==> config.mk <==
export PLATFORM = sky130hd
export DESIGN_NAME = key_conditioner_flat
export DESIGN_NICKNAME = d
export VERILOG_FILES = /design/src/rtl/key_conditioner_if.sv /design/src/rtl/key_conditioner.sv /design/src/flat_wrapper.sv
export SDC_FILE = /design/constraint.sdc
export NUM_CORES = 1
export LEC_CHECK = 0
export BUFFER_PORTS_ARGS = -buffer_cell sky130_fd_sc_hd__buf_4
export CAP_MARGIN = 20
export CORE_ASPECT_RATIO = 1.25
export CORE_UTILIZATION = 47
export DETAILED_ROUTE_END_ITERATION = 16
export PLACE_DENSITY = 0.65
export SYNTH_ARGS = -nofsm -noshare
export SYNTH_HDL_FRONTEND = slang
export SYNTH_SLANG_ARGS = --single-unit
==> constraint.sdc <==
create_clock -name CLOCK_50 -period 5.6 [get_ports CLOCK_50]
set_clock_uncertainty 0.05 [all_clocks]
set_input_delay 0.84 -clock CLOCK_50 [delete_from_list [all_inputs] [get_ports CLOCK_50]]
set_output_delay 0.84 -clock CLOCK_50 [all_outputs]
set_load 0.1 [all_outputs]
==> src/rtl/key_conditioner_if.sv <==
// Pushbutton conditioner bus: raw active-low keys in, conditioned
// level/pulse outputs back. The board side (or a bench) is the master;
// the conditioner is the slave.
interface key_conditioner_if #(
  parameter int NKEYS = 3
);
  logic [NKEYS-1:0] KEY;      // raw pushbuttons, 0 = pressed, asynchronous
  logic [NKEYS-1:0] HELD;     // debounced level, 1 = pressed
  logic [NKEYS-1:0] PRESS;    // one-cycle pulse on accepted press
  logic [NKEYS-1:0] RELEASE;  // one-cycle pulse on accepted release
  logic [NKEYS-1:0] STROBE;   // press pulse or auto-repeat pulse

  modport master (
    output KEY,
    input  HELD, PRESS, RELEASE, STROBE
  );

  modport slave (
    input  KEY,
    output HELD, PRESS, RELEASE, STROBE
  );
endinterface

==> src/rtl/key_conditioner.sv <==
// Pushbutton conditioner: per-key 2-FF synchroniser, counter debounce,
// registered press/release pulses and an optional auto-repeat strobe.
// Every key is an independent copy of the same pipeline.
module key_conditioner #(
  parameter int               NKEYS           = 3,
  parameter int               DEBOUNCE_CYCLES = 1000000,
  parameter int               REPEAT_DELAY    = 25000000,
  parameter int               REPEAT_RATE     = 5000000,
  parameter logic [NKEYS-1:0] REPEAT_EN       = 3'b011
) (
  input  logic             CLOCK_50,
  input  logic             RESET,
  key_conditioner_if.slave keys
);

  typedef enum logic [1:0] {
    ST_IDLE   = 2'd0,
    ST_DELAY  = 2'd1,
    ST_REPEAT = 2'd2
  } rpt_state_e;

  // Terminal counts; every counter clears on reaching its terminal value.
  localparam logic [31:0] DB_LAST = 32'(DEBOUNCE_CYCLES - 1);
  localparam logic [31:0] RD_LAST = 32'(REPEAT_DELAY - 1);
  localparam logic [31:0] RR_LAST = 32'(REPEAT_RATE - 1);

  logic [NKEYS-1:0] held_w;
  logic [NKEYS-1:0] press_w;
  logic [NKEYS-1:0] release_w;
  logic [NKEYS-1:0] strobe_w;

  for (genvar i = 0; i < NKEYS; i++) begin : g_key
    logic        sync1_q, sync2_q;   // synchroniser, key polarity (1 = released)
    logic        stable_q, stable_d; // accepted key level, key polarity
    logic [31:0] dcnt_q, dcnt_d;     // consecutive mismatch count
    logic        press_d, release_d; // accepted edge this cycle
    logic        press_q, release_q, strobe_q;
    rpt_state_e  state_q, state_d;
    logic [31:0] rcnt_q, rcnt_d;
    logic        fire;               // repeat strobe due this cycle

    // Debounce decision: accept the synchronised level once it has
    // disagreed with the stable level for DEBOUNCE_CYCLES cycles in a row.
    always_comb begin
      // NOTE: every combinational output gets a default first so no path
      // leaves it unassigned, which would otherwise infer a latch.
      stable_d  = stable_q;
      dcnt_d    = dcnt_q;
      press_d   = 1'b0;
      release_d = 1'b0;
      if (sync2_q == stable_q) begin
        dcnt_d = '0;
      end else if (dcnt_q == DB_LAST) begin
        stable_d  = sync2_q;
        dcnt_d    = '0;
        press_d   = ~sync2_q;
        release_d = sync2_q;
      end else begin
        dcnt_d = dcnt_q + 32'd1;
      end
    end

    // Synchroniser, debounce state and registered output pulses.
    always_ff @(posedge CLOCK_50) begin
      // NOTE: state registers use non-blocking assignments so every flop
      // samples the pre-edge value; blocking here would collapse the
      // two synchroniser stages into one.
      if (RESET) begin
        sync1_q   <= 1'b1;
        sync2_q   <= 1'b1;
        stable_q  <= 1'b1;
        dcnt_q    <= '0;
        press_q   <= 1'b0;
        release_q <= 1'b0;
        strobe_q  <= 1'b0;
      end else begin
        sync1_q   <= keys.KEY[i];
        sync2_q   <= sync1_q;
        stable_q  <= stable_d;
        dcnt_q    <= dcnt_d;
        press_q   <= press_d;
        release_q <= release_d;
        strobe_q  <= press_d | fire;
      end
    end

    // Repeat FSM state register.
    always_ff @(posedge CLOCK_50) begin
      if (RESET) begin
        state_q <= ST_IDLE;
        rcnt_q  <= '0;
      end else begin
        state_q <= state_d;
        rcnt_q  <= rcnt_d;
      end
    end

    // Repeat FSM next state: a release in DELAY/REPEAT always wins over a
    // strobe that would fall due in the same cycle.
    always_comb begin
      state_d = state_q;
      rcnt_d  = rcnt_q;
      case (state_q)
        ST_IDLE: begin
          if (press_d && REPEAT_EN[i]) begin
            state_d = ST_DELAY;
            rcnt_d  = '0;
          end
        end
        ST_DELAY: begin
          if (release_d) begin
            state_d = ST_IDLE;
            rcnt_d  = '0;
          end else if (rcnt_q == RD_LAST) begin
            state_d = ST_REPEAT;
            rcnt_d  = '0;
          end else begin
            rcnt_d = rcnt_q + 32'd1;
          end
        end
        ST_REPEAT: begin
          if (release_d) begin
            state_d = ST_IDLE;
            rcnt_d  = '0;
          end else if (rcnt_q == RR_LAST) begin
            rcnt_d = '0;
          end else begin
            rcnt_d = rcnt_q + 32'd1;
          end
        end
        default: begin
          state_d = ST_IDLE;
          rcnt_d  = '0;
        end
      endcase
    end

    // Repeat FSM output: strobe on reaching a terminal count unless released.
    always_comb begin
      fire = 1'b0;
      if (!release_d) begin
        if (state_q == ST_DELAY && rcnt_q == RD_LAST) begin
          fire = 1'b1;
        end else if (state_q == ST_REPEAT && rcnt_q == RR_LAST) begin
          fire = 1'b1;
        end
      end
    end

    assign held_w[i]    = ~stable_q;
    assign press_w[i]   = press_q;
    assign release_w[i] = release_q;
    assign strobe_w[i]  = strobe_q;
  end : g_key

  assign keys.HELD    = held_w;
  assign keys.PRESS   = press_w;
  assign keys.RELEASE = release_w;
  assign keys.STROBE  = strobe_w;

endmodule

==> src/flat_wrapper.sv <==
// flat-port wrapper written by rule: the top's interface ports become plain ports
module key_conditioner_flat 
#(
  parameter int               NKEYS           = 3,
  parameter int               DEBOUNCE_CYCLES = 1000000,
  parameter int               REPEAT_DELAY    = 25000000,
  parameter int               REPEAT_RATE     = 5000000,
  parameter logic [NKEYS-1:0] REPEAT_EN       = 3'b011
)
  (CLOCK_50, RESET, keys_KEY, keys_HELD, keys_PRESS, keys_RELEASE, keys_STROBE);
  key_conditioner_if #(.NKEYS(NKEYS)) keys_i ();
  input  logic CLOCK_50;
  input  logic RESET;
  input wire logic [$bits(keys_i.KEY)-1:0] keys_KEY;
  output wire logic [$bits(keys_i.HELD)-1:0] keys_HELD;
  output wire logic [$bits(keys_i.PRESS)-1:0] keys_PRESS;
  output wire logic [$bits(keys_i.RELEASE)-1:0] keys_RELEASE;
  output wire logic [$bits(keys_i.STROBE)-1:0] keys_STROBE;
  assign keys_i.KEY = keys_KEY;
  assign keys_HELD = keys_i.HELD;
  assign keys_PRESS = keys_i.PRESS;
  assign keys_RELEASE = keys_i.RELEASE;
  assign keys_STROBE = keys_i.STROBE;
  key_conditioner #(.NKEYS(NKEYS), .DEBOUNCE_CYCLES(DEBOUNCE_CYCLES), .REPEAT_DELAY(REPEAT_DELAY), .REPEAT_RATE(REPEAT_RATE), .REPEAT_EN(REPEAT_EN)) u_core (.CLOCK_50(CLOCK_50), .RESET(RESET), .keys(keys_i));
endmodule
==> results of run 1 <==
==> final timing paths <==
kind,endpoint,cells past startpoint
worst max-delay path,u_core.g_key[0].rcnt_q[16],7
worst min-delay path,u_core.g_key[1].sync2_q,1
worst max register to register,u_core.g_key[0].rcnt_q[16],7
worst min register to register,u_core.g_key[1].sync2_q,1
==> synth_stat cells (all sizes together), types with 5 or more instances <==
library cell,instances
dfxtp,181
nor2,163
nand3,156
nand2,123
nand4,56
xor2,55
clkbuf,51
a31oi,42
xnor2,33
nor3,30
and3,25
nor4,24
buf,21
inv,21
a21oi,18
o211ai,18
or3,18
or2,13
and2,11
ha,11
nor2b,11
o21ai,10
or4,10
nor4b,9
and4,8
o31ai,7
nand4b,5
nor3b,5
==> where the power goes <==
group	internal [mW]	total, mW	switching, mW
Clock	0.588	1.15	0.562
Combinational	0.0143	0.0608	0.0466
Sequential	1.29	1.29	0.00265
Total	1.89	2.50	0.611
==> logic make-up after synthesis <==
kind of cell | after synthesis | synth area share
adder cells (fa/ha/maj) | 11 | 0.0150
flip-flops | 181 | 0.396
AO/OA/AOI/OAI | 114 | 0.0832
buffers and inverters | 93 | 0.0444
AND/OR/NAND/NOR | 681 | 0.375
multiplexers | 2 | 0.00219
XOR/XNOR | 88 | 0.0841
==> layer usage <==
metal  share of wire  global-route usage
met5               0                   0
met4           0.016              0.0731
met3           0.032              0.0351
met2            0.49               0.363
met1            0.46               0.254
==> cell type report <==
class                   count  area (um2)
flip-flops and latches    181        3620
clock buffers              17         425
clock inverters            15         139
fillers                  1827        9020
multi-input cells         896        5160
inverters                  21        78.8
well taps                 232         290
repair buffers             24         178
==> sequential cells by signal, summed over array words and instances, names as in the netlist <==
register and flops:
u_core.g_key.rcnt_q 64, u_core.g_key.sync2_q 3, u_core.g_key.dcnt_q 96, u_core.g_key.release_q 3, u_core.g_key.sync1_q 3, u_core.g_key.stable_q 3
u_core.g_key.press_q 3, u_core.g_key.strobe_q 2, u_core.g_key.state_q 4
==> stage by stage <==
step	setup slack (ps)	hold WS, ps	cells
after floorplan	3060	339	1170
after global placement	2520	346	1353
after detailed placement	2450	350	1353
after CTS	2450	367	1385
after global routing	2260	377	1386
final	2450	372	1386
==> results.md, run 1 <==
- Post-DR vias/cell: 5.77
- Final-report hold violation count: 0
- Cell taking the most area after synthesis: dfxtp_1
- Final instance area: 9890 um2
- Critical R2R Launch: u_core.g_key[0].rcnt_q[13]
- Register clock-pin slew on the reported worst setup and hold paths: 70 ps
- Rel. slew slack: 0.305
- Top-level port count: 17
- Area post-placement: 9330 um2
- Hold path start: u_core.g_key[1].sync1_q
- Post-DRT Antenna Nets: 0
- Seq/Total Area, Yosys: 0.396
- CP delay by family, top: simple AND/OR/NAND/NOR gates
- Worst-Margin Slew: 1040 ps
- CTS resizes: 0
- Gr ovfl total: 0
- Fin crit share: 0.563
- P&R area growth vs syn: 8.02%
- EDFF count, synth: 0
- Commonest non-fill, non-tap cell in the layout: dfxtp_1
- Synth top area share: 0.396
- #FFs+latches synth: 181
- WS Path Type: reg2reg
- RD Place Congestion: 0.782
- Bufs and invs on worst path: 1
- Cells after Synth: 1170
- Die Y: 158 um
- Die ar.: 20100 um2
- Commonest non-fill, non-tap cells in the layout: dfxtp_1, nor2_1, nand3_1
- Vias in the first global route: 7333
- Worst skew pair latency: 440 ps
- Reg2reg setup slack: 2450 ps
- Chip width: 127 um
- Final worst path period need: 3150 ps
- Status: finished, final reports clean
- Req. time, crit path: 5850 ps
- Syn_area_per_cell: 7.83 um2
- Clock root buffer: clkbuf_16
- Fmax: 317 MHz
- Netlist cell types: 54
- DR DRC count: 0
- Layout cells sized above 1: 0.0685
- Post-CTS Setup Inserts: 0
- First-pass GRT wire length: 34.2 mm
- Final setup vio count: 0
- Peak fanout along the critical path: 26
- Initial antenna violation count: 1
- Dpl hpwl: 13.1 mm
- Total Wirelength: 19.7 mm
- PD cells: 253 nW/um2
- Crit path launch: u_core.g_key[0].rcnt_q[13]
- Worst path cell trace: or4_1 > or4_1 > o31ai_1 > a21oi_4 > buf_4 > nand2_1 > o211ai_1
- CTS Buf Count: 17
- TritonCTS clock tree: done
- Diodes inserted: 0
- Most frequent CP cell: or4_1
- Final core utilization: 0.523
- Max Root-Sink Buffers: 2
- Port bufs: 16
- Unrepaired setup endpoints after global routing: no
- Synthesis warning total: 0
- Largest cells by area after synthesis: dfxtp_1, nand3_1, nor2_1, xor2_1, nand2_1
- Total GRT Usage: 0.207
- Starting Density: 0.484
- Min-Delay Path Class: reg2reg
- Largest net degree at the start of global routing: 50
- H-tree depth: 4
- Synth Flop Type: dfxtp_1
- Crit path DAT: 3400 ps
- Vias: 7996
- Hold_buf cts: 0
- Leakage power: 3.02 nW
- Max Cap Viol: 0
- Final Power: 2.50 mW
- Startpoint Class: register
- Largest stage delay on the critical path: 520 ps
- Slowest-stage cell, CP: or4_1
- Crit path capture type: register
- Setup TNS: 0 ps
- Maximum vdd ir drop: 0.000208 V
- Synthesized Nets: 1186
- TritonRoute pass-1 iters: 5
- Core footprint: 18900 um2
- Initial DRC count: 371
- Asr flop ratio synth: 0
- Nets@finish: 1157
- # rows: 56
- Slew Viols, Final: 0
- Wire length per cell: 14.2 um
- CTS sink count: 181
- Cell area after synthesis: 9160 um2
(Power assumes the default switching activity.)
==> inputs of run 2 (changes only) <==
- clock period: 5.6 -> 3.2 ns (I/O delays scaled with it)
==> results.md, run 2 (synthesis results as in run 1) <==
- Status: finished, final reports clean
- Final setup vio count: 0 (unchanged)
- Reg-to-Reg End: u_core.g_key[0].rcnt_q[25]
- P&R area growth vs syn: 9.83%
- PD cells: 437 nW/um2 (+73%)
- Diodes inserted: 0 (unchanged)
- Die ar.: 20100 um2 (unchanged)
- Fin crit share: 0.913 (+0.351)
- Largest stage delay on the critical path: 540 ps (+20 ps)
- Core footprint: 18900 um2 (unchanged)
- Req. time, crit path: 3440 ps (-2410 ps)
- RD Place Congestion: 0.801 (+2.4%)
- Die Y: 158 um (unchanged)
- Top-level port count: 17 (unchanged)
- Setup TNS: 0 ps (unchanged)
- H-tree depth: 4 (unchanged)
- Commonest non-fill, non-tap cell in the layout: dfxtp_1
- Initial antenna violation count: 0 (-1)
- Clock root buffer: clkbuf_16
- Post-DR vias/cell: 5.75 (-0.40%)
- Bufs and invs on worst path: 0 (-1)
- # rows: 56 (unchanged)
- Total Wirelength: 19.8 mm (+0.31%)
- Worst path cell trace: or4_1 > or4_1 > o31ai_1 > a21oi_4 > nand2_1 > o211ai_1
- Worst Setup Slack, final: 277 ps (-2170 ps)
- Hold_buf cts: 0 (unchanged)
- Maximum vdd ir drop: 0.000334 V (+61%)
- Max Cap Viol: 0 (unchanged)
- CTS Buf Count: 17 (unchanged)
- Worst skew pair latency: 430 ps (about the same)
- Leakage power: 3.12 nW (+3.3%)
- Chip width: 127 um (unchanged)
- Total GRT Usage: 0.207 (about the same)
- Worst slack, placed: 289 ps (-2160 ps)
- CTS sink count: 181 (unchanged)
- Final-report hold violation count: 0 (unchanged)
- Min-Delay Path Class: in2reg
- Most frequent CP cell: or4_1
- TritonRoute pass-1 iters: 5 (unchanged)
- Largest net degree at the start of global routing: 51 (+2.0%)
- Slew Viols, Final: 0 (unchanged)
- CP delay by family, top: simple AND/OR/NAND/NOR gates
- TritonCTS clock tree: done
- Reg2reg setup slack: 280 ps (-2170 ps)
- Most flop-heavy register: u_core.g_key.dcnt_q
- Crit path capture type: register
- WS Path Type: reg2reg
- Port bufs: 16 (unchanged)
- Wire length per cell: 14.1 um (-0.90%)
- Register clock-pin slew on the reported worst setup and hold paths: 70 ps (about the same)
- First-pass GRT wire length: 34.2 mm (unchanged)
- Startpoint Class: register
- Top flop regs: u_core.g_key.dcnt_q (96), u_core.g_key.rcnt_q (64), u_core.g_key.state_q (4)
- Initial DRC count: 304 (-18%)
- Max Root-Sink Buffers: 2 (unchanged)
- Fmax: 342 MHz (+7.8%)
- Rel. slew slack: 0.420 (+0.115)
- Endpoint of the worst hold path: u_core.g_key[1].sync1_q
- Peak fanout along the critical path: 16 (-38%)
- Hold path cells: 2 (+1)
- Vias in the first global route: 7417 (+1.1%)
- Starting Density: 0.484 (unchanged)
- Critical R2R Launch: u_core.g_key[0].rcnt_q[13]
- Vias: 8062 (+0.83%)
- Gr ovfl total: 0 (unchanged)
- Crit path DAT: 3160 ps (-240 ps)
- Worst-Margin Slew: 868 ps (-171 ps)
- DR DRC count: 0 (unchanged)
- Post-CTS Setup Inserts: 0 (unchanged)
- Nets@finish: 1174 (+1.5%)
- Commonest non-fill, non-tap cells in the layout: dfxtp_1, nor2_1, nand3_1
- Post-DRT Antenna Nets: 0 (unchanged)
- R2R depth: 6 (-1)
- Hold path start: keys_KEY[1]
- CTS resizes: 0 (unchanged)
- Slowest-stage cell, CP: or4_1
- Dpl hpwl: 13.4 mm (+2.4%)
- Layout cells sized above 1: 0.0811 (+0.0127)
- Max reg flops: 96 (unchanged)
- Final worst path period need: 2920 ps (-229 ps)
- Unrepaired setup endpoints after global routing: no
run 2: layer usage:
layer	GRT usage	routed length, um	vias up
met4	0.0697	298	0
met2	0.375	9790	137
li1	-	-	4135
met5	0	0	-
met1	0.247	8980	3764
met3	0.0335	692	26
run 2: per-stage QoR:
stage / utilization / std cells / instance area (um2) / hold slack [ps] / total power [mW]
floorplan: - / 1170 / 9160 / 339 / 2.39
global placement: 0.501 / 1371 / 9490 / 341 / 2.42
detailed placement: 0.501 / 1371 / 9490 / 348 / 2.42
CTS: 0.532 / 1403 / 10100 / 174 / 4.45
global route: 0.532 / 1403 / 10100 / 177 / 4.57
finish: 0.532 / 1403 / 10100 / 188 / 4.39
run 2: worst max path at each step:
stage                                          start                         end  slack, ps  cells after the start
after floorplan           u_core.g_key[1].rcnt_q[10]   u_core.g_key[1].rcnt_q[6]        660                      9
after global placement    u_core.g_key[0].rcnt_q[13]  u_core.g_key[0].rcnt_q[19]        330                      6
after detailed placement  u_core.g_key[0].rcnt_q[13]  u_core.g_key[0].rcnt_q[16]        290                      6
after CTS                 u_core.g_key[0].rcnt_q[13]  u_core.g_key[0].rcnt_q[18]        270                      6
after global routing      u_core.g_key[0].rcnt_q[13]  u_core.g_key[0].rcnt_q[18]        100                      6
final                     u_core.g_key[0].rcnt_q[13]  u_core.g_key[0].rcnt_q[25]        280                      6
run 2: final cells by class:
type,count,area (um2)
flip-flops and latches,181,3620
clock buffers,18,429
clock inverters,14,146
fillers,1826,8860
well taps,232,290
repair buffers,41,333
inverters,21,78.8
multi-input cells,896,5160
run 2: report_power, final:
part | switching (mW) | internal [mW]
logic | 0.0790 | 0.0267
clock network | 0.929 | 1.10
registers | 0.00418 | 2.26
